## config.mk

```make
export PLATFORM = sky130hd
export DESIGN_NAME = line_buffer_ctrl
export DESIGN_NICKNAME = d
export VERILOG_FILES = /design/src/rtl/line_buffer_ctrl.sv
export SDC_FILE = /design/constraint.sdc
export NUM_CORES = 1
export LEC_CHECK = 0
export ABC_CLOCK_PERIOD_IN_PS = 5500
export CAP_MARGIN = 20
export CORE_MARGIN = 4
export CORE_UTILIZATION = 38
export DETAILED_ROUTE_END_ITERATION = 7
export PLACE_DENSITY = 0.65
export SETUP_SLACK_MARGIN = 0.5
export SLEW_MARGIN = 5
export SYNTH_ARGS = -nofsm -noshare
export SYNTH_HDL_FRONTEND = slang
export SYNTH_SLANG_ARGS = --single-unit
```

## constraint.sdc

```tcl
create_clock -name clk -period 5.5 [get_ports clk]
set_clock_uncertainty 0.2 [all_clocks]
set_input_delay 1.1 -clock clk [delete_from_list [all_inputs] [get_ports clk]]
set_output_delay 1.1 -clock clk [all_outputs]
set_load 0.01 [all_outputs]
```

## src/rtl/line_buffer_ctrl.sv

```systemverilog
// line_buffer_ctrl
// ----------------
// Controller for a 3-row circular line buffer feeding a 3x3 sliding window.
// Pixels stream in row by row. The first two rows of a frame only fill the
// buffers. From the third row onward every accepted pixel produces one
// window column, one cycle later, built from the three buffered rows.
//
// Optional feature: define LINE_BUFFER_BORDER_EN to add the win_border
// output, which flags windows touching the image edge.
//
// Ports:
//   clk, rst       single clock, asynchronous active-high reset
//   start          frame start request (honoured only when idle)
//   in_valid       upstream pixel valid
//   out_ready      downstream can take a window
//   in_ready       pixel accepted when in_valid && in_ready
//   wr_en          buffer write strobe (equals accept)
//   wr_row         buffer index being written (0..2)
//   wr_addr        column being written
//   rd_col         column of the emitted window (registered)
//   row_top/mid/bot buffer indices of the window rows, oldest to newest
//   win_valid      window available at rd_col (registered)
//   frame_done     high for the single cycle after the frame's last pixel
//   win_border     (optional) window lies on the image border
module line_buffer_ctrl #(
    parameter int WIDTH    = 640,
    parameter int HEIGHT   = 480,
    parameter int ROWS     = 3,
    parameter int COL_BITS = 10,
    parameter int ROW_BITS = 9
) (
    input  logic                clk,
    input  logic                rst,
    input  logic                start,
    input  logic                in_valid,
    input  logic                out_ready,
    output logic                in_ready,
    output logic                wr_en,
    output logic [1:0]          wr_row,
    output logic [COL_BITS-1:0] wr_addr,
    output logic [COL_BITS-1:0] rd_col,
    output logic [1:0]          row_top,
    output logic [1:0]          row_mid,
    output logic [1:0]          row_bot,
    output logic                win_valid,
`ifdef LINE_BUFFER_BORDER_EN
    output logic                frame_done,
    output logic                win_border
`else
    output logic                frame_done
`endif
);

    typedef enum logic [1:0] {IDLE, FILL, STREAM, DONE} state_t;

    state_t state, next_state;

    logic [COL_BITS-1:0] col;
    logic [ROW_BITS-1:0] row_cnt;
    logic                accept;
    logic                col_last;
    logic                row_last;
    logic                fill_last;

    // Cyclic buffer index helpers; they never produce a value >= ROWS.
    function automatic logic [1:0] idx_inc(input logic [1:0] idx);
        return (idx == 2'(ROWS - 1)) ? 2'd0 : idx + 2'd1;
    endfunction

    function automatic logic [1:0] idx_dec(input logic [1:0] idx);
        return (idx == 2'd0) ? 2'(ROWS - 1) : idx - 2'd1;
    endfunction

    assign col_last  = (col == COL_BITS'(WIDTH - 1));
    assign row_last  = (row_cnt == ROW_BITS'(HEIGHT - 1));
    assign fill_last = (row_cnt == ROW_BITS'(1));

    assign accept     = in_valid && in_ready;
    assign wr_en      = accept;
    assign wr_addr    = col;
    assign frame_done = (state == DONE);

    // State register; reset abandons any frame in progress.
    always_ff @(posedge clk or posedge rst) begin
        if (rst) begin
            state <= IDLE;
        end else begin
            state <= next_state;
        end
    end

    // Next state and in_ready. Transitions use in_valid gated by the
    // state's own readiness rather than accept, so in_ready never feeds
    // back into this block.
    always_comb begin
        next_state = state;
        in_ready   = 1'b0;
        case (state)
            IDLE: begin
                if (start) next_state = FILL;
            end
            FILL: begin
                in_ready = 1'b1;
                if (in_valid && col_last && fill_last) next_state = STREAM;
            end
            STREAM: begin
                in_ready = out_ready;
                if (in_valid && out_ready && col_last && row_last) next_state = DONE;
            end
            DONE: begin
                next_state = IDLE;
            end
            default: begin
                next_state = IDLE;
            end
        endcase
    end

    // Write-side position: cleared when a frame starts, advanced on accept.
    always_ff @(posedge clk or posedge rst) begin
        if (rst) begin
            col     <= '0;
            row_cnt <= '0;
            wr_row  <= 2'd0;
        end else if (state == IDLE && start) begin
            col     <= '0;
            row_cnt <= '0;
            wr_row  <= 2'd0;
        end else if (accept) begin
            if (col_last) begin
                col     <= '0;
                row_cnt <= row_cnt + ROW_BITS'(1);
                wr_row  <= idx_inc(wr_row);
            end else begin
                col <= col + COL_BITS'(1);
            end
        end
    end

    // Window outputs: one cycle after a streaming accept, the newest row is
    // the one just written and the two older rows precede it cyclically.
    always_ff @(posedge clk or posedge rst) begin
        if (rst) begin
            win_valid <= 1'b0;
            rd_col    <= '0;
            row_top   <= 2'd0;
            row_mid   <= 2'd0;
            row_bot   <= 2'd0;
        end else begin
            win_valid <= 1'b0;
            if (accept && state == STREAM) begin
                win_valid <= 1'b1;
                rd_col    <= col;
                row_bot   <= wr_row;
                row_mid   <= idx_dec(wr_row);
                row_top   <= idx_inc(wr_row);
            end
        end
    end

`ifdef LINE_BUFFER_BORDER_EN
    // Border flag travels with the window it describes.
    always_ff @(posedge clk or posedge rst) begin
        if (rst) begin
            win_border <= 1'b0;
        end else if (accept && state == STREAM) begin
            win_border <= (col == '0) || col_last ||
                          (row_cnt == ROW_BITS'(2)) || row_last;
        end
    end
`endif

endmodule

```

Word-level counts from Yosys, hierarchy flattened
Index checks and enable logic that the tools add are counted.
- flip-flop bits (word level): 40
- input port bits: 5
- output and inout bits: 32
- logic and storage cells: 54
- add/subtract/negate cells: 4
- eq/ne operators: 10
- muxes and demuxes: 17
- reductions and logical operators: 14
- operator list (operator ; count):
    $mux 10 ; 3
    $mux 9 ; 3
    $mux 2 ; 8
    $add 10x1->10 const B ; 1
    $eq 10x10->1 const B ; 1
    $add 9x1->9 const B ; 1
    $eq 9x1->1 const B ; 1
    $eq 9x9->1 const B ; 1
    $logic_and 1x1->1 ; 8
    $pmux 2 s4 ; 1
    $eq 2x2->1 const B ; 3
    $ne 2x2->1 const B ; 3
    $logic_not 2->1 ; 2
    $reduce_bool 2->1 ; 2
    $reduce_and 3->1 ; 1
    $add 2x1->2 const B ; 1
    $eq 2x1->1 const B ; 1
    $pmux 1 s2 ; 1
    $reduce_and 2->1 ; 1
    $sub 2x1->2 const B ; 1
    $mux 1 ; 1

Longest topological paths before layout
- depth in word-level cells: 5
- depth in mapped cells: 10
- mapped depth without buffers: 8

Worst setup path before layout
Ideal clock, no wire load.
- path type: input -> output
- start point: input port out_ready
- end point: output port wr_en
- arrival: 1.848 ns
- required time: 4.200 ns
- setup slack: 2.352 ns
- stages on the path: 4
- path buffers: 1
- cells stage by stage: a21oi_1 or2_2 clkbuf_1 inv_1
- word-level cells in the longest chain between the ends: 2
- ends and longest elaborated chain (item ; RTL line ; text):
    from (decl) ; 36 ; input logic out_ready,
    $pmux 1 s2 ; 98 ; case (state)
    $logic_and 1x1->1 ; 78 ; assign accept = in_valid && in_ready;
    to (decl) ; 38 ; output logic wr_en,
Every way passes these cells.

Worst setup path after layout
Ends and elaborated chain as after synthesis.

==> summary.md <==
| Metric | Value |
|---|---|
| Type of element launching the critical path | input port |
| Cell area after synthesis | 1960 µm² |
| Full die area | 6370 µm² |
| Post-Syn Instances | 182 |
| Normalized max-slew margin | 48.2% |
| Initial cell density of the core | 40.4% |
| Inserted Clock Buffers | 5 |
| Maximum number of pins on one net before global-route repair | 41 |
| Starting DRC count in detailed routing | 66 |
| Most frequent cells in the layout | sky130_fd_sc_hd__dfrtp_1, sky130_fd_sc_hd__clkdlybuf4s50_1, sky130_fd_sc_hd__nor2_1 |
| Via total after detailed routing | 1425 |
| Remaining antenna violation count | 0 |
| Number of warnings issued by yosys | 0 |
| Inst Count DP | 281 |
| TritonCTS clock tree | done |
| End point of the most critical hold path | row_bot[1] |
| Largest fanout of any net on the critical path | 10 |
| Final hold viol count | 0 |
| Global-route wire length before repair | 7100 µm |
| Worst Min Path Start | row_bot[1] |
| Worst VDD drop | 174 µV |
| Fraction of layout instances using a drive strength above 1 | 12.7% |
| Number of placed I/O pins | 37 |
| Post-synth cell types | 33 |
| Measured slew at the worst slew-check pin | 769 ps |
| Number of register bits inferred by synthesis | 40 |
| Worst reg2reg path depth | 7 |
| GR Util All Layers | 14.5% |
| Hold buffer count at CTS | 0 |
| Placeable Area | 4850 µm² |
| Maximum frequency from static timing analysis | 0.239 GHz |
| Register clock-pin slew on the reported worst setup and hold paths | 70 ps |
| Average cell area after synthesis | 10.8 µm² |
| Overflow left after global routing | 0 |
| Total of max-cap violations | 0 |
| Average wire length per cell after detail routing | 14.6 µm |
| Crit Reg-Reg Endpoint | rd_col[6] |
| Number of antenna violations at the first check in global routing | 0 |
| Post-synthesis sequential area ratio | 51.1% |
| Setup Viol. Count Final | 0 |
| Run status | completed |
| Hpwl dp | 2970 µm |
| Count of unresolved DRC violations after routing | 0 |
| Critical path arrival | 2890 ps |
| Worst setup slack for register-to-register paths | 2770 ps |
| Count of port buffers added during placement | 36 |
| Worst setup path category | in -> out |
| PnR Total Power | 646 µW |
| Number of sinks driven by the clock tree | 40 |
| Time the final worst path needs with I/O delays and setup | 4190 ps |
| Cell depth of the worst hold path | 2 |
| Buffer count from post-CTS setup fixing | 0 |
| Leading cell type in the layout, fill and taps excluded | sky130_fd_sc_hd__dfrtp_1 |
| RSZ-0062 raised after global routing | false |
| Die height | 79.8 µm |
| P_leak | 0.00111 µW |
| CP required | 4200 ps |
| Buffer levels on the longest clock path | 2 |
| Power per cell area | 260 nW/µm² |
| Routability congestion estimate from global placement | 0.827 |
| Growth of design area from synthesis to finish | 26.9% |
| Vias in the first global route | 1488 |
| Via count normalized by instance count | 4.95 |
| # resized after CTS | 0 |
| Core Rows | 25 |
| Final core area utilization | 51.3% |
| Net count after synthesis | 197 |
| Type of destination of the critical path | primary output |
| Root buffer cell | sky130_fd_sc_hd__clkbuf_8 |
| Startpoint of the most critical register-to-register path | state[0] |
| Total wirelength of the detailed-routed design | 4210 µm |
| Final Cycle Share | 76.2% |
| Number of pins exceeding their max-slew limit in the final report | 0 |
| Clock latency of the later-clocked register in the worst-skew pair | 290 ps |
| Final TNS setup | 0 ps |
| Worst hold path type | reg -> reg |
| Final cell count without fillers | 288 |
| Count of inserted antenna diode cells | 0 |
| Final net count | 236 |
| 1st-pass router iterations | 4 |
| Die Span X | 79.8 µm |
| # H-tree levels | 2 |
## registers in the layout (all words and copies together), names as in the netlist
signal / flops
rd_col: 10
row_bot: 2
row_cnt: 9
row_mid: 2
row_top: 2
state: 2
win_valid: 1
wr_addr: 10
wr_row: 2
## Yosys cell counts
library cell	count	area (µm²)
sky130_fd_sc_hd__o21ai_1	1	5.00
sky130_fd_sc_hd__a22oi_1	1	7.51
sky130_fd_sc_hd__nor2b_1	3	18.8
sky130_fd_sc_hd__or2_2	1	6.26
sky130_fd_sc_hd__mux2_2	14	158
sky130_fd_sc_hd__nand2b_1	1	6.26
sky130_fd_sc_hd__nand2_1	13	48.8
sky130_fd_sc_hd__buf_2	2	10.0
sky130_fd_sc_hd__ha_1	10	125
sky130_fd_sc_hd__nand3_1	12	60.1
sky130_fd_sc_hd__or4b_1	1	10.0
sky130_fd_sc_hd__xor2_1	8	70.1
sky130_fd_sc_hd__dfrtp_1	40	1000
sky130_fd_sc_hd__a31oi_1	1	6.26
sky130_fd_sc_hd__or4_1	1	7.51
sky130_fd_sc_hd__a41oi_1	1	8.76
sky130_fd_sc_hd__o21ai_2	2	17.5
sky130_fd_sc_hd__nor4_1	5	31.3
sky130_fd_sc_hd__and2_1	2	12.5
sky130_fd_sc_hd__o21ai_0	6	30.0
sky130_fd_sc_hd__mux2_4	1	15.0
sky130_fd_sc_hd__xnor2_1	7	61.3
sky130_fd_sc_hd__nor3_1	3	15.0
sky130_fd_sc_hd__nand4_1	4	25.0
sky130_fd_sc_hd__clkbuf_1	3	11.3
sky130_fd_sc_hd__or4_4	1	11.3
sky130_fd_sc_hd__inv_1	9	33.8
sky130_fd_sc_hd__nor4b_4	1	23.8
sky130_fd_sc_hd__nor2_1	23	86.3
sky130_fd_sc_hd__and4_1	1	8.76
sky130_fd_sc_hd__a211oi_1	1	7.51
sky130_fd_sc_hd__a22o_1	1	8.76
sky130_fd_sc_hd__a21oi_1	2	10.0
## critical path, cell delays in order
cell                              delay [ps]
sky130_fd_sc_hd__clkdlybuf4s50_1         500
sky130_fd_sc_hd__a21oi_1                 100
sky130_fd_sc_hd__or2_2                   400
sky130_fd_sc_hd__inv_1                   210
sky130_fd_sc_hd__clkdlybuf4s50_1         580
## power by group
group | switching [µW] | internal [µW] | total (µW)
sequential | 30.4 | 312 | 343
combinational | 40.8 | 51.4 | 92.3
clock | 99.6 | 112 | 211
## stage by stage
| stage | cell area [µm²] | hold WS [ps] | worst slack (ps) |
|---|---|---|---|
| after floorplan | 1960 | 314 | 2350 |
| after global placement | 2390 | 269 | 1350 |
| after detailed placement | 2390 | 273 | 1330 |
| after CTS | 2480 | 290 | 1330 |
| after global routing | 2480 | 321 | 1210 |
| final | 2480 | 284 | 1310 |
## cells by family (layout without fill, tap and decap cells)
logic type	count (synthesis)	count (layout)	share of synthesized area (%)
AOI/OAI and AO/OA	16	16	5.18
DFF	40	40	51.1
adders and majority gates	10	10	6.39
and+or+nand+nor	72	72	19.0
xor gates and xnor gates	15	15	6.71
muxes	15	15	8.82
buffers and inverters	14	53	2.81
## how the worst max path moves through the flow
stage	start	endpoint	depth (start not counted)
CTS	out_ready	wr_en	5
global route	out_ready	wr_en	5
finish	out_ready	wr_en	5
floorplan	out_ready	wr_en	4
global placement	out_ready	wr_en	5
detailed placement	out_ready	wr_en	5
## layout make-up
cell class	count	area [µm²]
fill	454	2360
multi-input combinational	128	902
sequential	40	1000
inverter	9	33.8
tap	67	83.8
timing repair buffer	37	368
clock buffer	7	96.3
## routing by layer
metal	GRT usage, %	vias to the layer above	part of all wire, %
met1	19.5	679	50
met3	4.18	4	5.7
met5	0	-	0
met2	22.1	42	44
met4	5.57	0	1.0
li1	-	700	-
Note: power is estimated with default switching activity, not from simulation.
